==> src/rtl/conv_layer_aer_encoder_pkg.sv <==
// Shared parameters, state encodings and AER word packing for the AER transmit encoder.
// Latency: n/a (declarations only).
// Backpressure: n/a (declarations only).
package conv_layer_aer_encoder_pkg;

    localparam int COORD_W      = 5;
    localparam int AER_W        = 2 * COORD_W;
    localparam int FIFO_DEPTH   = 16;   // must be a power of two
    localparam int GUARD_CYCLES = 3;    // receiver flag-to-operating_flag latency is 2
    localparam int PTR_W        = $clog2(FIFO_DEPTH);
    localparam int CNT_W        = PTR_W + 1;
    localparam int GUARD_W      = $clog2(GUARD_CYCLES + 1);
    localparam int DROP_W       = 16;

    // One-hot encoder states
    typedef enum logic [2:0] {
        S_IDLE  = 3'b001,
        S_SEND  = 3'b010,
        S_GUARD = 3'b100
    } enc_state_t;

    typedef logic [AER_W-1:0] aer_word_t;

    // AER word is {M, N}: row in the upper half, column in the lower half
    function automatic aer_word_t pack_aer(input logic [COORD_W-1:0] m,
                                           input logic [COORD_W-1:0] n);
        return {m, n};
    endfunction

endpackage

==> src/rtl/conv_layer_aer_encoder_if.sv <==
// Bus between a conv layer's spike sweep, the AER encoder and the next layer's receiver.
// Latency: n/a (wires only).
// Backpressure: downstream_busy from the receiver; spikes beyond FIFO capacity are dropped.
// slave  : encoder side (spikes/timestep_end/busy in; AER word, strobe, status out)
// master : environment side (opposite directions)
// drop_count exists only when AER_DROP_COUNT_EN is defined.
interface conv_layer_aer_encoder_if;
    import conv_layer_aer_encoder_pkg::*;

    logic                spike_valid;
    logic [COORD_W-1:0]  spike_M;
    logic [COORD_W-1:0]  spike_N;
    logic                timestep_end;
    logic                downstream_busy;
    logic [AER_W-1:0]    AER_out;
    logic                AER_output_flag;
    logic                fifo_full;
    logic                overflow_flag;
    logic                timestep_done;
`ifdef AER_DROP_COUNT_EN
    logic [DROP_W-1:0]   drop_count;
`endif

    modport slave (
        input  spike_valid, spike_M, spike_N, timestep_end, downstream_busy,
`ifdef AER_DROP_COUNT_EN
        output drop_count,
`endif
        output AER_out, AER_output_flag, fifo_full, overflow_flag, timestep_done
    );

    modport master (
        output spike_valid, spike_M, spike_N, timestep_end, downstream_busy,
`ifdef AER_DROP_COUNT_EN
        input  drop_count,
`endif
        input  AER_out, AER_output_flag, fifo_full, overflow_flag, timestep_done
    );

endinterface

==> src/rtl/conv_layer_aer_encoder_aer_event_fifo.sv <==
// Single-clock event FIFO: push/pop with registered full, count-derived empty.
// Latency: pushed word visible at head the cycle after the push edge.
// Backpressure: push ignored while full; pop ignored while empty.
// Ports: clk/rst, push+push_dat, pop -> pop_dat (head, combinational), full, empty, count.
module aer_event_fifo #(
    parameter  int W     = 10,
    parameter  int DEPTH = 16,
    localparam int PW    = $clog2(DEPTH)
) (
    input  logic          clk,
    input  logic          rst,
    input  logic          push,
    input  logic [W-1:0]  push_dat,
    input  logic          pop,
    output logic [W-1:0]  pop_dat,
    output logic          full,
    output logic          empty,
    output logic [PW:0]   count
);

    logic [W-1:0]  mem [DEPTH];
    logic [PW-1:0] wr_ptr;
    logic [PW-1:0] rd_ptr;
    logic [PW:0]   count_nxt;
    logic          do_push;
    logic          do_pop;

    assign do_push = push && !full;
    assign do_pop  = pop && !empty;
    assign empty   = (count == '0);
    assign pop_dat = mem[rd_ptr];

    always_comb begin
        count_nxt = count;
        case ({do_push, do_pop})
            2'b10:   count_nxt = count + (PW+1)'(1);
            2'b01:   count_nxt = count - (PW+1)'(1);
            default: count_nxt = count;
        endcase
    end

    always_ff @(posedge clk) begin
        if (do_push) begin
            mem[wr_ptr] <= push_dat;
        end
    end

    // Pointers are exactly PW bits wide, so they wrap modulo DEPTH on their own
    always_ff @(posedge clk or posedge rst) begin
        if (rst) begin
            wr_ptr <= '0;
            rd_ptr <= '0;
            count  <= '0;
            full   <= 1'b0;
        end else begin
            if (do_push) wr_ptr <= wr_ptr + PW'(1);
            if (do_pop)  rd_ptr <= rd_ptr + PW'(1);
            count <= count_nxt;
            full  <= (count_nxt == (PW+1)'(DEPTH));
        end
    end

endmodule

==> src/rtl/conv_layer_aer_encoder.sv <==
// AER transmit encoder: buffers layer spikes and emits paced {M,N} words with a one-cycle strobe.
// Latency: spike into empty FIFO with receiver idle -> strobe two cycles later; strobes >= GUARD_CYCLES+2 apart.
// Backpressure: holds events while downstream_busy; drops spikes when the FIFO is full (sticky overflow_flag).
// Ports: work_clk, rst (async, active-high), bus (conv_layer_aer_encoder_if.slave).
// Optional: define AER_DROP_COUNT_EN to add a saturating 16-bit drop_count on the bus.
module conv_layer_aer_encoder
    import conv_layer_aer_encoder_pkg::*;
(
    input logic                      work_clk,
    input logic                      rst,
    conv_layer_aer_encoder_if.slave  bus
);

    enc_state_t          state;
    logic [GUARD_W-1:0]  guard_cnt;
    aer_word_t           aer_out_q;
    logic                flag_q;
    logic                overflow_q;
    logic                done_pending;
    logic                done_q;

    aer_word_t           fifo_head;
    logic                fifo_full;
    logic                fifo_empty;
    logic [CNT_W-1:0]    fifo_count;
    logic                fifo_push;
    logic                fifo_pop;
    logic                drop;
    logic                done_cond;

    // A spike arriving while full is lost even if a pop frees a slot in the same cycle
    assign drop      = bus.spike_valid && fifo_full;
    assign fifo_push = bus.spike_valid && !fifo_full;
    assign fifo_pop  = (state == S_IDLE) && !fifo_empty && !bus.downstream_busy;

    // Holding off on a same-cycle spike guarantees it drains before done is reported
    assign done_cond = done_pending && (fifo_count == '0) && (state == S_IDLE)
                    && !bus.downstream_busy && !bus.spike_valid;

    aer_event_fifo #(
        .W     (AER_W),
        .DEPTH (FIFO_DEPTH)
    ) u_fifo (
        .clk      (work_clk),
        .rst      (rst),
        .push     (fifo_push),
        .push_dat (pack_aer(bus.spike_M, bus.spike_N)),
        .pop      (fifo_pop),
        .pop_dat  (fifo_head),
        .full     (fifo_full),
        .empty    (fifo_empty),
        .count    (fifo_count)
    );

    // Guard phase lasts GUARD_CYCLES cycles; downstream_busy is only re-sampled in S_IDLE
    always_ff @(posedge work_clk or posedge rst) begin
        if (rst) begin
            state     <= S_IDLE;
            guard_cnt <= '0;
            aer_out_q <= '0;
            flag_q    <= 1'b0;
        end else begin
            case (state)
                S_IDLE: begin
                    flag_q <= 1'b0;
                    if (fifo_pop) begin
                        aer_out_q <= fifo_head;
                        flag_q    <= 1'b1;
                        state     <= S_SEND;
                    end
                end
                S_SEND: begin
                    flag_q    <= 1'b0;
                    guard_cnt <= GUARD_W'(GUARD_CYCLES);
                    state     <= S_GUARD;
                end
                S_GUARD: begin
                    flag_q    <= 1'b0;
                    guard_cnt <= guard_cnt - GUARD_W'(1);
                    if (guard_cnt <= GUARD_W'(1)) begin
                        state <= S_IDLE;
                    end
                end
                default: begin
                    flag_q <= 1'b0;
                    state  <= S_IDLE;
                end
            endcase
        end
    end

    always_ff @(posedge work_clk or posedge rst) begin
        if (rst) begin
            overflow_q   <= 1'b0;
            done_pending <= 1'b0;
            done_q       <= 1'b0;
        end else begin
            if (drop) overflow_q <= 1'b1;
            done_q       <= done_cond;
            done_pending <= bus.timestep_end || (done_pending && !done_cond);
        end
    end

`ifdef AER_DROP_COUNT_EN
    logic [DROP_W-1:0] drop_cnt_q;

    always_ff @(posedge work_clk or posedge rst) begin
        if (rst) begin
            drop_cnt_q <= '0;
        end else if (drop && (drop_cnt_q != {DROP_W{1'b1}})) begin
            drop_cnt_q <= drop_cnt_q + DROP_W'(1);
        end
    end

    assign bus.drop_count = drop_cnt_q;
`endif

    assign bus.AER_out         = aer_out_q;
    assign bus.AER_output_flag = flag_q;
    assign bus.fifo_full       = fifo_full;
    assign bus.overflow_flag   = overflow_q;
    assign bus.timestep_done   = done_q;

endmodule
==> src/flat_wrapper.sv <==
// flat-port wrapper written by rule: the top's interface ports become plain ports
module conv_layer_aer_encoder_flat import conv_layer_aer_encoder_pkg::*;
  (work_clk, rst, bus_spike_valid, bus_spike_M, bus_spike_N, bus_timestep_end, bus_downstream_busy, bus_AER_out, bus_AER_output_flag, bus_fifo_full, bus_overflow_flag, bus_timestep_done);
  conv_layer_aer_encoder_if bus_i ();
  input logic work_clk;
  input logic rst;
  input wire logic [$bits(bus_i.spike_valid)-1:0] bus_spike_valid;
  input wire logic [$bits(bus_i.spike_M)-1:0] bus_spike_M;
  input wire logic [$bits(bus_i.spike_N)-1:0] bus_spike_N;
  input wire logic [$bits(bus_i.timestep_end)-1:0] bus_timestep_end;
  input wire logic [$bits(bus_i.downstream_busy)-1:0] bus_downstream_busy;
  output wire logic [$bits(bus_i.AER_out)-1:0] bus_AER_out;
  output wire logic [$bits(bus_i.AER_output_flag)-1:0] bus_AER_output_flag;
  output wire logic [$bits(bus_i.fifo_full)-1:0] bus_fifo_full;
  output wire logic [$bits(bus_i.overflow_flag)-1:0] bus_overflow_flag;
  output wire logic [$bits(bus_i.timestep_done)-1:0] bus_timestep_done;
  assign bus_i.spike_valid = bus_spike_valid;
  assign bus_i.spike_M = bus_spike_M;
  assign bus_i.spike_N = bus_spike_N;
  assign bus_i.timestep_end = bus_timestep_end;
  assign bus_i.downstream_busy = bus_downstream_busy;
  assign bus_AER_out = bus_i.AER_out;
  assign bus_AER_output_flag = bus_i.AER_output_flag;
  assign bus_fifo_full = bus_i.fifo_full;
  assign bus_overflow_flag = bus_i.overflow_flag;
  assign bus_timestep_done = bus_i.timestep_done;
  conv_layer_aer_encoder u_core (.work_clk(work_clk), .rst(rst), .bus(bus_i));
endmodule
==> config.mk <==
export PLATFORM = sky130hd
export DESIGN_NAME = conv_layer_aer_encoder_flat
export DESIGN_NICKNAME = d
export VERILOG_FILES = /design/src/rtl/conv_layer_aer_encoder_pkg.sv /design/src/rtl/conv_layer_aer_encoder_if.sv /design/src/rtl/conv_layer_aer_encoder_aer_event_fifo.sv /design/src/rtl/conv_layer_aer_encoder.sv /design/src/flat_wrapper.sv
export SDC_FILE = /design/constraint.sdc
export NUM_CORES = 1
export LEC_CHECK = 0
export ABC_AREA = 1
export BUFFER_PORTS_ARGS = -buffer_cell sky130_fd_sc_hd__buf_4
export CAP_MARGIN = 20
export CELL_PAD_IN_SITES_DETAIL_PLACEMENT = 1
export CELL_PAD_IN_SITES_GLOBAL_PLACEMENT = 1
export CORE_ASPECT_RATIO = 0.7
export CORE_MARGIN = 10
export CORE_UTILIZATION = 35
export CTS_CLUSTER_DIAMETER = 100
export DETAILED_ROUTE_END_ITERATION = 6
export PLACE_DENSITY_LB_ADDON = 0.1
export SLEW_MARGIN = 20
export SYNTH_ARGS = -nofsm -noshare
export SYNTH_HDL_FRONTEND = slang
export SYNTH_SLANG_ARGS = --single-unit
==> constraint.sdc <==
create_clock -name work_clk -period 2.76 [get_ports work_clk]
set_input_delay 0.828 -clock work_clk [delete_from_list [all_inputs] [get_ports work_clk]]
set_output_delay 0.828 -clock work_clk [all_outputs]
set_load 0.05 [all_outputs]
======== After elaboration in Yosys (flattened, before gate mapping) ========
Memory sizes are Yosys's and may differ from the RTL's. A register that Yosys moved wholly into a read port is not among the register bits.
Cells that the tools add are included.
cells by class
  add/sub/neg operators ................... 5
  order comparisons ....................... 1
  mux-type cells .......................... 9
  equality and inequality tests ........... 8
  reductions and logical operators ........ 21
operators with widths
  cell                   number
  $logic_and A1 B1 Y1    11
  $pmux W5 S2            1
  $pmux W3 S3            1
  $add A4 B1 Y4 const B  2
  $mux W3                2
  $add A5 B1 Y5 const B  1
  $eq A5 B5 Y1 const B   1
  $logic_not A1 Y1       5
  $logic_not A5 Y1       1
  $sub A5 B1 Y5 const B  1
  $mux W1                4
  $pmux W2 S2            1
  $reduce_and A2 Y1      2
  $eq A3 B1 Y1 const B   1
  $eq A3 B2 Y1 const B   1
  $eq A3 B3 Y1 const B   1
  $eq A2 B1 Y1 const B   1
  $eq A2 B2 Y1 const B   1
  $le A2 B1 Y1 const B   1
  $ne A2 B1 Y1 const B   1
  $ne A2 B2 Y1 const B   1
  $reduce_bool A2 Y1     1
  $sub A2 B1 Y2 const B  1
  $logic_or A1 B1 Y1     1
word-level totals
  register bits after elaboration ......... 23
  word-level logic and storage cells ...... 55
  memories ................................ 1
  memory bits (writable) .................. 160
  output and inout bits ................... 14
  input port bits ......................... 15
memory list
  name               words  bits a word  read ports  clocked after memory_dff  write ports  RTL line                                     text
  u_core.u_fifo.mem  16     10           1           1                         1            conv_layer_aer_encoder_aer_event_fifo.sv:21  logic [W-1:0] mem [DEPTH];

======== Logic depth before layout (Yosys ltp) ========
Gate-level depths: netlist of run 1.
  word-level depth ........................ 8
  depth in mapped cells ................... 19
  mapped depth without buffers ............ 19

======== Hierarchy ========
From an unflattened synthesis of run 1, not the netlist that was laid out.
unflattened totals
  cells, all modules ...................... 728
  area, all modules ....................... 8448.1 um2
by module, submodules not included
  module                  sequential area each (um2)  cells an instance  instances  area an instance (um2)
  aer_event_fifo          5154.9                      629                1          7636.1
  conv_layer_aer_encoder  476.7                       99                 1          812.0

======== Least setup slack after synthesis of run 1 ========
No wires, ideal clock.
  path type ............................... input port to flip-flop
  start ................................... in bus_spike_valid
  end ..................................... reg u_core.u_fifo.full
  data arrival time ....................... 2.383 ns
  setup time .............................. 0.069 ns
  buffers on the path ..................... 1
  setup slack ............................. 0.308 ns
  stages .................................. 14
  data required time ...................... 2.691 ns
  cells stage by stage .................... inv_1 -> or2_0 -> buf_6 -> nand3_4 -> nand2_1 -> nand2_1 -> inv_2 -> ha_1 -> nand2_1 -> o21ai_0 -> or2_2 -> nor2_1 -> nand3_1 -> nor2_2
on the way
  cells in the longest elaborated chain, start to end .. 5
  elaborated cells between the ends (all ways) .. 6
  those cells by class .................... eq/ne: 3; mux: 1; reduce/logical: 2
RTL lines
  what                                                 RTL line                                     text
  start, declared                                      flat_wrapper.sv:7                            input wire logic [$bits(bus_i.spike_valid)-1:0] bus_spike_valid;
  $logic_and A1 B1 Y1 *                                conv_layer_aer_encoder.sv:33                 assign fifo_push = bus.spike_valid && !fifo_full;
  $logic_and A1 B1 Y1 *                                conv_layer_aer_encoder_aer_event_fifo.sv:28  assign do_push = push && !full;
  $eq A2 B1 Y1 / $eq A2 B2 Y1 (equally long branches)  conv_layer_aer_encoder_aer_event_fifo.sv:35  case ({do_push, do_pop})
  $pmux W5 S2 *                                        conv_layer_aer_encoder_aer_event_fifo.sv:35
  net u_core.u_fifo.count_nxt[1]                       conv_layer_aer_encoder_aer_event_fifo.sv:24  logic [PW:0] count_nxt;
  $eq A5 B5 Y1 *                                       conv_layer_aer_encoder_aer_event_fifo.sv:59  full <= (count_nxt == (PW+1)'(DEPTH));
  end signal, assigned                                 conv_layer_aer_encoder_aer_event_fifo.sv:59
  end, declared                                        conv_layer_aer_encoder_aer_event_fifo.sv:16  output logic full,
The timed path passes the listed nets; every way through them passes the cells marked *.
A chain may end at the register's enable or synchronous reset.

======== Worst setup path after layout of run 1 ========
Ends and elaborated chain as after synthesis.

==> results of run 1 <==
## registers in the layout (all words and copies together), names as in the netlist
register / cells
u_core.bus.AER_out: 10
u_core.bus.AER_output_flag: 1
u_core.bus.overflow_flag: 1
u_core.bus.timestep_done: 1
u_core.done_pending: 1
u_core.guard_cnt: 2
u_core.state: 3
u_core.u_fifo.count: 5
u_core.u_fifo.full: 1
u_core.u_fifo.mem: 160
u_core.u_fifo.rd_ptr: 4
u_core.u_fifo.wr_ptr: 4
## path summary, 6_finish.rpt
check | end | cells after the start | slack, ns
worst max-delay path | u_core.u_fifo.full | 13 | 0.43
worst min-delay path | u_core.bus.overflow_flag | 1 | 0.47
worst max register to register | u_core.u_fifo.full | 11 | 0.44
worst min register to register | u_core.bus.overflow_flag | 1 | 0.47
max in group asynchronous | u_core.u_fifo.rd_ptr[0] | 3 | 1.86
min in group asynchronous | u_core.u_fifo.rd_ptr[2] | 3 | 0.52
## per-layer routing
layer	routed length (µm)	GRT usage	part of all wire
met3	1020	0.0281	0.052
met1	9560	0.195	0.49
met5	0	0	0
met4	87	0.0435	0.0044
met2	8960	0.219	0.46
## stage by stage
stage	power [mW]	instances	worst slack, ns	util	area [µm²]
2_1_floorplan	6.25	584	0.308	-	7790
3_3_place_gp	7.50	895	0.0459	0.394	8590
3_5_place_dp	7.58	895	0.0253	0.394	8590
4_1_cts	10.1	927	0.402	0.421	9180
5_1_grt	10.5	927	0.180	0.421	9180
6_report	9.92	927	0.433	0.421	9180
## layout by cell type, fill, tap and decap left out, types with 4 or more instances in the layout
cell	instances
sky130_fd_sc_hd__buf_12	9
sky130_fd_sc_hd__o32ai_1	20
sky130_fd_sc_hd__inv_6	6
sky130_fd_sc_hd__inv_2	5
sky130_fd_sc_hd__nand3_1	11
sky130_fd_sc_hd__o211ai_1	20
sky130_fd_sc_hd__mux2i_1	20
sky130_fd_sc_hd__buf_4	54
sky130_fd_sc_hd__o21ai_0	44
sky130_fd_sc_hd__nand4_1	5
sky130_fd_sc_hd__xor2_1	5
sky130_fd_sc_hd__o221ai_1	20
sky130_fd_sc_hd__nor2_1	113
sky130_fd_sc_hd__nand2_1	31
sky130_fd_sc_hd__a31oi_1	10
sky130_fd_sc_hd__ha_1	8
sky130_fd_sc_hd__inv_1	25
sky130_fd_sc_hd__edfxtp_1	160
sky130_fd_sc_hd__clkbuf_16	17
sky130_fd_sc_hd__dfrtp_1	30
sky130_fd_sc_hd__inv_8	4
## where the power goes
| part | total, mW | internal [mW] | switching [mW] | leakage, nW |
|---|---|---|---|---|
| combinational | 3.48 | 1.17 | 2.31 | 1.17 |
| sequential | 3.97 | 3.63 | 0.342 | 1.82 |
| clock | 2.47 | 1.30 | 1.17 | 0.291 |
| total | 9.92 | 6.10 | 3.82 | 3.28 |
## layout make-up
class,count,area [µm²]
Clock buffer,18,429
Clock inverter,14,161
Fill cell,2240,12600
Inverter,30,113
Multi-Input combinational cell,327,1900
Sequential cell,193,5630
Tap cell,282,353
Timing Repair Buffer,63,586
## logic make-up (layout without fill, tap and decap cells)
kind of cell             count (synthesis)  count (layout)
multiplexers                            20              20
AO/OA/AOI/OAI                          121             121
buffers and inverters                   64             125
flip-flops                             193             193
XOR/XNOR                                 8               8
adder cells (fa/ha/maj)                  8               8
AND/OR/NAND/NOR                        170             170
## worst max-delay path, delay by kind of cell
| family | cells | cell delay, ns |
|---|---|---|
| AOI/OAI and AO/OA | 1 | 0.09 |
| adders and majority gates | 1 | 0.26 |
| buffers and inverters | 3 | 0.22 |
| and+or+nand+nor | 8 | 1.30 |
==> reports/qor.txt, run 1 <==
worst hold slack: 0.469 ns
pin count of the biggest net entering global routing: 46
CTS buffer count: 17
largest fanout of any net on the critical path: 5
post-synthesis mux area share: 0.0257
pins over their slew limit: 0
maximum buffer depth of the clock tree: 2
Max-Cap Viols: 0
Tmin final: 2.33 ns
Initial DRT Pass Iterations: 4
largest cells by area after synthesis: sky130_fd_sc_hd__edfxtp_1 (62%), sky130_fd_sc_hd__dfrtp_1 (10%), sky130_fd_sc_hd__nor2_1 (5.4%), sky130_fd_sc_hd__o21ai_0 (2.8%), sky130_fd_sc_hd__mux2i_1 (2.6%)
Netlist Area Pre-Place: 7790 µm²
Area Growth Syn to Fin: 17.8%
origin of the worst min-delay path: u_core.bus.overflow_flag
worst-case clock skew: 0.0134 ns
Via Count: 4791
compound-gate portion of the synthesized area: 0.106
pwr/cell area: 1080 nW/µm²
I/O Buffers: 28
Skew-Pair Late Insertion Delay: 0.43 ns
Horiz. Die Dim: 198 µm
number of setup violations in the final report: 0
CP Class: primary input to flip-flop
maximum clock rate: 430 MHz
Worst Tran Pin Value: 0.910 ns
detailed-route vias per instance: 5.17
Avg WL per Cell: 21.2 µm
number of sinks driven by the clock tree: 193
worst endpoint data arrival time: 2.69 ns
sequential fraction of the synthesis area: 0.723
sequence of cells on the critical path: buf_4 -> inv_1 -> or2_0 -> nand4_1 -> nand2_1 -> inv_2 -> ha_1 -> nand2_1 -> o21ai_0 -> or2_2 -> nor2_1 -> nand3_1 -> nor2_2
area fraction in and, or, nand and nor cells after synthesis: 0.0897
Critical Path Start: bus_spike_valid
GRT Residual Overflow: 0
arithmetic-cell share of the synthesized area counting full adders, half adders and majority gates: 0.0128
post-route ant nets: 0
top cell types by occurrence after synthesis: sky130_fd_sc_hd__edfxtp_1 (160), sky130_fd_sc_hd__nor2_1 (113), sky130_fd_sc_hd__o21ai_0 (44)
number of enable-type register cells in the synthesized netlist: 160
cell mode on critical path: sky130_fd_sc_hd__nand2_1
number of warnings reported in the yosys synthesis log: 0
quantity of hold-fixing buffers added after cts: 0
peak ir drop on the vdd network: 0.433 mV
leakage power figure: 3.28 nW
area of the placeable core: 21800 µm²
cell type contributing the most total cell area after synthesis: sky130_fd_sc_hd__edfxtp_1
root cell of the clock tree: sky130_fd_sc_hd__clkbuf_16
hold crit path type: flip-flop to flip-flop
number of H-tree levels: 4
most instantiated flip-flop cell in the synthesis netlist: sky130_fd_sc_hd__edfxtp_1
Synth Area in XOR/XNOR: 0.00995
via count of the first global-routing pass: 4987
initial antenna violation count: 0
endpoints failing hold: 0
data required time of the worst path: 3.12 ns
first-pass GRT wire length: 29.9 mm
total negative slack for setup checks: 0 ns
number of gates given a new drive strength after cts: 0
CP startpoint kind: primary input
synthesized area per cell: 13.3 µm²
main combinational cell family by area after synthesis: compound AO/OA/AOI/OAI gates
Ports: 29
post-detailed-route DRC marker count: 0
share of the cycle needed by the critical path after routing: 0.843
number of inserted diodes: 0
final RePlAce weighted congestion: 0.767
vertical extent of the die: 145 µm
endpoint class of the critical path: flip-flop
synthesized net count: 607
launching point of the worst reg2reg path: u_core.state[0]
Async SR Flop Fraction: 0.171
hpwl dp: 12.6 mm
synthesized netlist cell count: 584
run status: finished clean
Final #Nets: 655
post-CTS setup-driven buffer insertion count: 0
clock-pin slew on the worst setup and hold paths: 0.07 ns
area share of the largest cell type after synthesis: 0.616
Die Area: 28700 µm²
Slew HR: 0.393
RSZ-0062 raised after global routing: false
library cell with the highest instance count after synthesis: sky130_fd_sc_hd__edfxtp_1
num rows: 45
post-synthesis register bit count: 193
worst-path cell with the longest stage delay: sky130_fd_sc_hd__or2_0
Total Routing Usage GR: 0.141
delay of the slowest cell on the worst path: 0.33 ns
share of post-route cells with drive strength above 1: 0.172
1st-iter DRT viols: 244
Initial Utilization: 0.358
clock tree from TritonCTS: yes
overall routed net length: 19.6 mm
distinct cell type count after synthesis: 36
(Power assumes the default switching activity.)
==> inputs of run 2 (changes only) <==
- ABC_AREA: 1 -> 0
- clock period: 2.76 -> 2.14 ns (I/O delays scaled with it)
==> run 2 against run 1 <==
- the run now ends with setup timing left
- clock power rose by 23%
- global-route usage down 1.1 points
- largest power group is now combinational logic
- critical path type is now flip-flop to flip-flop
- wire length shrank 9.5%
- sequential cell count stayed put
- largest cell class unchanged
- synthesized cell count decreased by 34%
==> reports/qor.txt, run 2 <==
number of setup violations in the final report: 6 (+6)
RSZ-0062 raised after global routing: true
leakage power figure: 3.34 nW (+1.6%)
Area Growth Syn to Fin: 24.3%
1st-iter DRT viols: 269 (+10%)
post-place instance area: 8780 µm² (+2.2%)
Netlist Area Pre-Place: 7680 µm² (-1.4%)
worst hold slack: 0.329 ns (-0.140 ns)
endpoint class of the critical path: flip-flop
share of post-route cells with drive strength above 1: 0.437 (+0.265)
distinct cell type count after synthesis: 42 (+17%)
Ports: 29 (unchanged)
worst-path cell with the longest stage delay: sky130_fd_sc_hd__dfstp_2
delay of the slowest cell on the worst path: 0.53 ns (+0.20 ns)
Finished Cell Area: 9540 µm² (+4.0%)
post-route ant nets: 0 (unchanged)
synthesized netlist cell count: 387 (-34%)
total negative slack for setup checks: -1.15 ns (-1.15 ns)
root cell of the clock tree: sky130_fd_sc_hd__clkbuf_16
relative contribution of the clock network to total power: 0.230 (-0.019)
number of H-tree levels: 4 (unchanged)
most heavily used metal layer in global routing: met2
most instantiated flip-flop cell in the synthesis netlist: sky130_fd_sc_hd__edfxtp_1
worst r2r path cells: 8 (-3)
clock-pin slew on the worst setup and hold paths: 0.08 ns (about the same)
final critical-path setup slack: -0.443 ns (-0.876 ns)
clock tree from TritonCTS: yes
library cell with the highest instance count after synthesis: sky130_fd_sc_hd__edfxtp_1
pins over their slew limit: 0 (unchanged)
Initial DRT Pass Iterations: 4 (unchanged)
CTS buffer count: 17 (unchanged)
post-synthesis register bit count: 193 (unchanged)
part of the power in registers: 0.377 (-0.024)
Async SR Flop Fraction: 0.171 (unchanged)
top cell types by occurrence after synthesis: sky130_fd_sc_hd__edfxtp_1 (160), sky130_fd_sc_hd__mux4_2 (50), sky130_fd_sc_hd__dfrtp_1 (32)
filler cell count: 2097 (-6.4%)
kind of cell adding the most delay to the critical path: simple AND/OR/NAND/NOR gates
num rows: 45 (unchanged)
synthesized net count: 410 (-32%)
Initial Utilization: 0.355 (-0.00241)
vertical extent of the die: 144 µm (-0.62%)
violations in the final reports: setup timing
CP Class: flip-flop to flip-flop
total stage count of the critical path: 8 (-5)
data required time of the worst path: 2.50 ns (-0.62 ns)
Final #Nets: 509 (-22%)
CP startpoint kind: flip-flop
pwr/cell area: 1390 nW/µm² (+29%)
Die Area: 28400 µm² (-1.3%)
hold crit path type: primary input to asynchronous set/reset pin
peak ir drop on the vdd network: 0.556 mV (+28%)
register with the most flip-flops: u_core.u_fifo.mem
area share of the largest cell type after synthesis: 0.626 (+0.00904)
maximum buffer depth of the clock tree: 2 (unchanged)
via count of the first global-routing pass: 4186 (-16%)
Global Route met1 Usage: 0.181 (-0.0145)
worst-case clock skew: 0.0107 ns (-0.00273 ns)
detailed-route vias per instance: 4.96 (-3.9%)
hpwl dp: 11.7 mm (-7.1%)
internal power: 8.89 mW (+46%)
share of power burned in combinational logic: 0.393 (+0.043)
Slew HR: 0.667 (+0.273)
Worst Tran Pin Value: 0.500 ns (-0.410 ns)
overall routed net length: 17.8 mm (-9.5%)
Buf+Inv Stages, Crit Path: 0 (-3)
sequence of cells on the critical path: or4b_4 -> a211oi_4 -> xor2_1 -> ha_2 -> o311ai_2 -> a32oi_1 -> or4b_1 -> a31oi_1
number of sinks driven by the clock tree: 193 (unchanged)
Via Count: 3877 (-19%)
maximum clock rate: 387 MHz
Total Routing Usage GR: 0.131 (-0.0106)
first-pass GRT wire length: 26.9 mm (-10%)
Skew-Pair Late Insertion Delay: 0.43 ns (about the same)
M2 GR Usage: 0.201 (-0.0178)
pin count of the biggest net entering global routing: 34 (-26%)
synthesized area per cell: 19.8 µm² (+49%)
number of warnings reported in the yosys synthesis log: 0 (unchanged)
most common cell after layout, fill and taps aside: sky130_fd_sc_hd__edfxtp_1
flip-flop count of the largest register, all copies and words added: 160 (unchanged)
largest cells by area after synthesis: sky130_fd_sc_hd__edfxtp_1 (63%), sky130_fd_sc_hd__mux4_2 (15%), sky130_fd_sc_hd__dfrtp_1 (10%), sky130_fd_sc_hd__mux2_2 (1.8%), sky130_fd_sc_hd__ha_1 (1.3%)
Tmin final: 2.58 ns
final RePlAce weighted congestion: 0.745 (-2.8%)
Avg WL per Cell: 22.7 µm (+7.4%)
post-detailed-route DRC marker count: 0 (unchanged)
number of inserted diodes: 0 (unchanged)
Pwr Total: 13.3 mW (+34%)
worst endpoint data arrival time: 2.94 ns (+0.25 ns)
most frequent cells in the layout: sky130_fd_sc_hd__edfxtp_1 (160), sky130_fd_sc_hd__buf_4 (89), sky130_fd_sc_hd__mux4_2 (50), sky130_fd_sc_hd__dfrtp_1 (30), sky130_fd_sc_hd__clkbuf_16 (19)
sequential fraction of the synthesis area: 0.733 (+0.0106)
largest fanout of any net on the critical path: 3 (-2)
GRT Residual Overflow: 0 (unchanged)
fraction of met3 tracks used by global routing: 0.0381 (+0.00993)
Max-Cap Viols: 0 (unchanged)
endpoints failing hold: 0 (unchanged)
run status: complete, but fails checks
fraction of power spent switching nets: 0.330 (-0.0556)
initial antenna violation count: 0 (unchanged)
total net switching power: 4.37 mW (+14%)
cell type contributing the most total cell area after synthesis: sky130_fd_sc_hd__edfxtp_1
share of the cycle needed by the critical path after routing: 1.21
number of enable-type register cells in the synthesized netlist: 160 (unchanged)
I/O Buffers: 28 (unchanged)
area of the placeable core: 21600 µm² (-0.78%)
Horiz. Die Dim: 197 µm (-0.65%)
[run 2: cell count changes after synthesis, moves of 8 or more]
cell	change
sky130_fd_sc_hd__o32ai_1	-20
sky130_fd_sc_hd__nor2_1	-92
sky130_fd_sc_hd__mux2_2	+12
sky130_fd_sc_hd__clkbuf_1	-13
sky130_fd_sc_hd__mux4_2	+50
sky130_fd_sc_hd__nand2_1	-21
sky130_fd_sc_hd__xnor2_1	+8
sky130_fd_sc_hd__o21ai_0	-42
sky130_fd_sc_hd__o211ai_1	-20
sky130_fd_sc_hd__o221ai_1	-20
sky130_fd_sc_hd__a31oi_1	-9
sky130_fd_sc_hd__inv_1	-15
sky130_fd_sc_hd__nand3_1	-10
sky130_fd_sc_hd__mux2i_1	-19
[run 2: worst reg2reg max path: cells and delay by family, from the launching register on]
family,cells,cell delay [ns]
compound gates,4,0.69
flops,1,0.53
simple gates,2,0.97
xor+xnor,1,0.11
fa+ha+maj,1,0.21
[run 2: cell families after synthesis]
family                     synth area share
buffers and inverters                0.0155
DFF                                   0.733
adders and majority gates            0.0130
and+or+nand+nor                      0.0355
muxes                                 0.165
AOI/OAI and AO/OA                    0.0213
xor gates and xnor gates             0.0160
[run 2: path summary, 6_finish.rpt]
path                                               start  slack (ns)                  endpoint
worst max-delay path                     u_core.state[0]       -0.44        u_core.u_fifo.full
worst min-delay path                                 rst        0.33           u_core.state[1]
worst max register to register           u_core.state[0]       -0.44        u_core.u_fifo.full
worst min register to register  u_core.bus.overflow_flag        0.46  u_core.bus.overflow_flag
max in group asynchronous                            rst        1.45   u_core.u_fifo.rd_ptr[0]
min in group work_clk                   bus_timestep_end        0.41       u_core.done_pending
[run 2: power by group through the flow]
stage               Clock, mW  Combinational (mW)  Sequential [mW]
floorplan                   0                2.82             5.39
global placement            0                4.81             5.05
detailed placement          0                4.85             5.08
CTS                      3.15                4.92             5.01
global route             3.31                5.64             5.07
finish                   3.05                5.22             5.00
[run 2: repair_timing]
action	CTS	global route
setup buffers	1	5
gates resized for setup	6	16
hold endpoints to repair	0	0
setup endpoints to repair	16	14
pin swaps	3	2
hold buffers	0	0
gates cloned	0	3
[run 2: area by class of cell]
type / count / area (µm²) / share of cell area
Sequential cell: 193 / 5630 / 0.590
Multi-Input combinational cell: 164 / 2070 / 0.217
Timing Repair Buffer: 100 / 885 / 0.0927
Clock buffer: 18 / 429 / 0.0450
Tap cell: 282 / 353 / 0.0370
Clock inverter: 14 / 134 / 0.0140
Inverter: 10 / 37.5 / 0.00393
[run 2: routing by layer]
layer,vias to the layer above,part of all wire,wire (µm)
met1,2067,0.49,8650
li1,1749,-,-
met5,-,0,0
met2,54,0.47,8270
met3,7,0.042,745
met4,0,0.0053,94
[run 2: stage by stage]
stage                     cells   util  setup slack, ns
after floorplan             387      -           -0.619
after global placement      741  0.406           -0.715
after detailed placement    741  0.406           -0.756
after CTS                   773  0.433           -0.461
after global routing        781  0.441           -0.602
final                       781  0.441           -0.443
==> inputs of run 3 (changes only) <==
- PLACE_DENSITY: default -> 0.63
- PLACE_DENSITY_LB_ADDON: 0.1 -> default
==> run 3 against run 2 <==
- the run still ends with setup timing left
- sequential power up 0.8%
- die area unchanged
- clock power up 4%
- utilization up 0.47 points
- combinational power up 3%
- critical path type unchanged
==> reports/qor.txt, run 3 (synthesis results as in run 2) <==
post-detailed-route DRC marker count: 0 (unchanged)
relative contribution of the clock network to total power: 0.233 (+0.003)
vertical extent of the die: 144 µm (unchanged)
peak ir drop on the vdd network: 0.636 mV (+14%)
quantity of hold-fixing buffers added after cts: 0 (unchanged)
share of power burned in combinational logic: 0.396 (+0.003)
run status: complete, but fails checks
CTS buffer count: 17 (unchanged)
final critical-path setup slack: -0.604 ns (-0.160 ns)
first-pass GRT wire length: 27.1 mm (+0.77%)
overall routed net length: 17.6 mm (-1.0%)
worst endpoint data arrival time: 3.09 ns (+0.15 ns)
violations in the final reports: setup timing
pin count of the biggest net entering global routing: 23 (-32%)
Tmin final: 2.74 ns (+0.160 ns)
share of the cycle needed by the critical path after routing: 1.28 (+0.0749)
Max-Cap Viols: 0 (unchanged)
worst-case clock skew: 0.0126 ns (+0.00196 ns)
largest fanout of any net on the critical path: 3 (unchanged)
data required time of the worst path: 2.48 ns (-0.02 ns)
Finished Cell Area: 9650 µm² (+1.1%)
number of inserted diodes: 0 (unchanged)
share of post-route cells with drive strength above 1: 0.436 (-0.00113)
post-place instance area: 8790 µm² (+0.16%)
number of setup violations in the final report: 13 (+7)
clock-pin slew on the worst setup and hold paths: 0.07 ns (about the same)
Die Area: 28400 µm² (unchanged)
GRT Residual Overflow: 0 (unchanged)
CP Class: flip-flop to flip-flop
fin cells: 780 (-0.13%)
Initial DRT Pass Iterations: 4 (unchanged)
maximum clock rate: 364 MHz (-5.8%)
most common cell after layout, fill and taps aside: sky130_fd_sc_hd__edfxtp_1
total net switching power: 4.50 mW (+2.9%)
Avg WL per Cell: 22.5 µm (-0.92%)
RSZ-0062 raised after global routing: true
Slew HR: 0.653 (-0.0137)
hpwl dp: 11.6 mm (-0.73%)
I/O Buffers: 28 (unchanged)
Total Routing Usage GR: 0.132 (+0.00110)
Worst Tran Pin Value: 0.521 ns (+0.0206 ns)
area of the placeable core: 21600 µm² (unchanged)
root cell of the clock tree: sky130_fd_sc_hd__clkbuf_16
Via Count: 3916 (+1.0%)
number of sinks driven by the clock tree: 193 (unchanged)
internal power: 9.09 mW (+2.3%)
detailed-route vias per instance: 5.02 (+1.1%)
maximum buffer depth of the clock tree: 2 (unchanged)
num rows: 45 (unchanged)
slack of the worst reg-to-reg path: -0.60 ns (-0.16 ns)
Area Growth Syn to Fin: 25.6%
Skew-Pair Late Insertion Delay: 0.43 ns (about the same)
final RePlAce weighted congestion: 0.824 (+10%)
number of H-tree levels: 4 (unchanged)
CP startpoint kind: flip-flop
part of the power in registers: 0.371 (-0.006)
pwr/cell area: 1410 nW/µm² (+1.4%)
post-route ant nets: 0 (unchanged)
clock tree from TritonCTS: yes
1st-iter DRT viols: 279 (+3.7%)
hold crit path type: primary input to asynchronous set/reset pin
endpoints failing hold: 0 (unchanged)
dpl cells: 738 (-0.40%)
initial antenna violation count: 0 (unchanged)
pins over their slew limit: 0 (unchanged)
fraction of power spent switching nets: 0.331 (+0.00136)
leakage power figure: 3.38 nW (+1.2%)
flip-flop count of the largest register, all copies and words added: 160 (unchanged)
register with the most flip-flops: u_core.u_fifo.mem
most frequent cells in the layout: sky130_fd_sc_hd__edfxtp_1 (160), sky130_fd_sc_hd__buf_4 (84), sky130_fd_sc_hd__mux4_2 (50), sky130_fd_sc_hd__dfrtp_1 (31), sky130_fd_sc_hd__clkbuf_16 (17)
worst hold slack: 0.217 ns (-0.113 ns)
Final #Nets: 508 (-0.20%)
via count of the first global-routing pass: 4358 (+4.1%)
Ports: 29 (unchanged)
endpoint class of the critical path: flip-flop
Horiz. Die Dim: 197 µm (unchanged)
Initial Utilization: 0.355 (unchanged)
==> run 3: path summary, 6_finish.rpt <==
check | to | from | depth (start not counted)
worst max-delay path | u_core.u_fifo.full | u_core.state[0] | 8
worst min-delay path | u_core.state[2] | rst | 2
worst max register to register | u_core.u_fifo.full | u_core.state[0] | 8
worst min register to register | u_core.bus.overflow_flag | u_core.bus.overflow_flag | 1
max in group asynchronous | u_core.u_fifo.wr_ptr[3] | rst | 3
min in group work_clk | u_core.done_pending | bus_timestep_end | 2
==> run 3: power by group through the flow <==
stage                     Combinational (mW)  Clock, mW  Sequential (mW)
after CTS                               5.36       3.25             5.04
after global routing                    5.78       3.42             5.11
after floorplan                         2.82          0             5.39
after global placement                  4.76          0             5.07
final                                   5.39       3.16             5.04
after detailed placement                4.84          0             5.11
==> run 3: metal layers <==
metal / track usage / vias up / routed length (µm)
li1: - / 1742 / -
met1: 0.185 / 2089 / 8230
met2: 0.198 / 78 / 8240
met3: 0.0339 / 7 / 1020
met4: 0.0387 / 0 / 89
met5: 0 / - / 0
==> run 3: final cells by class <==
class	count	area [µm²]
fillers	2053	12000
flip-flops and latches	193	5630
multi-input cells	164	2140
repair buffers	99	905
clock buffers	18	429
well taps	282	353
clock inverters	14	153
inverters	10	37.5
==> run 3: critical path, cell delays in order, from the launching register on <==
cell                       delay, ns
sky130_fd_sc_hd__dfstp_2        0.53
sky130_fd_sc_hd__or4b_4         0.49
sky130_fd_sc_hd__a211oi_4       0.22
sky130_fd_sc_hd__xor2_1         0.13
sky130_fd_sc_hd__ha_2           0.23
sky130_fd_sc_hd__o311ai_4       0.23
sky130_fd_sc_hd__a32oi_1        0.15
sky130_fd_sc_hd__or4b_1         0.48
sky130_fd_sc_hd__a31oi_1        0.21
==> run 3: stage by stage <==
step                 util  total power, mW  setup WS [ns]  setup TNS (ns)
detailed placement  0.407             9.96         -0.867          -10.57
CTS                 0.443             13.6         -0.521           -1.67
floorplan               -             8.21         -0.619           -1.89
finish              0.446             13.6         -0.604           -1.62
global route        0.446             14.3         -0.687           -2.55
global placement    0.407             9.83         -0.738           -7.17
==> run 3: timing repair <==
action                     CTS  global route
cloned                       2             0
setup endpoints to repair   13            17
pin swaps                    4             9
setup buffers                7             3
gates resized for setup     20            19
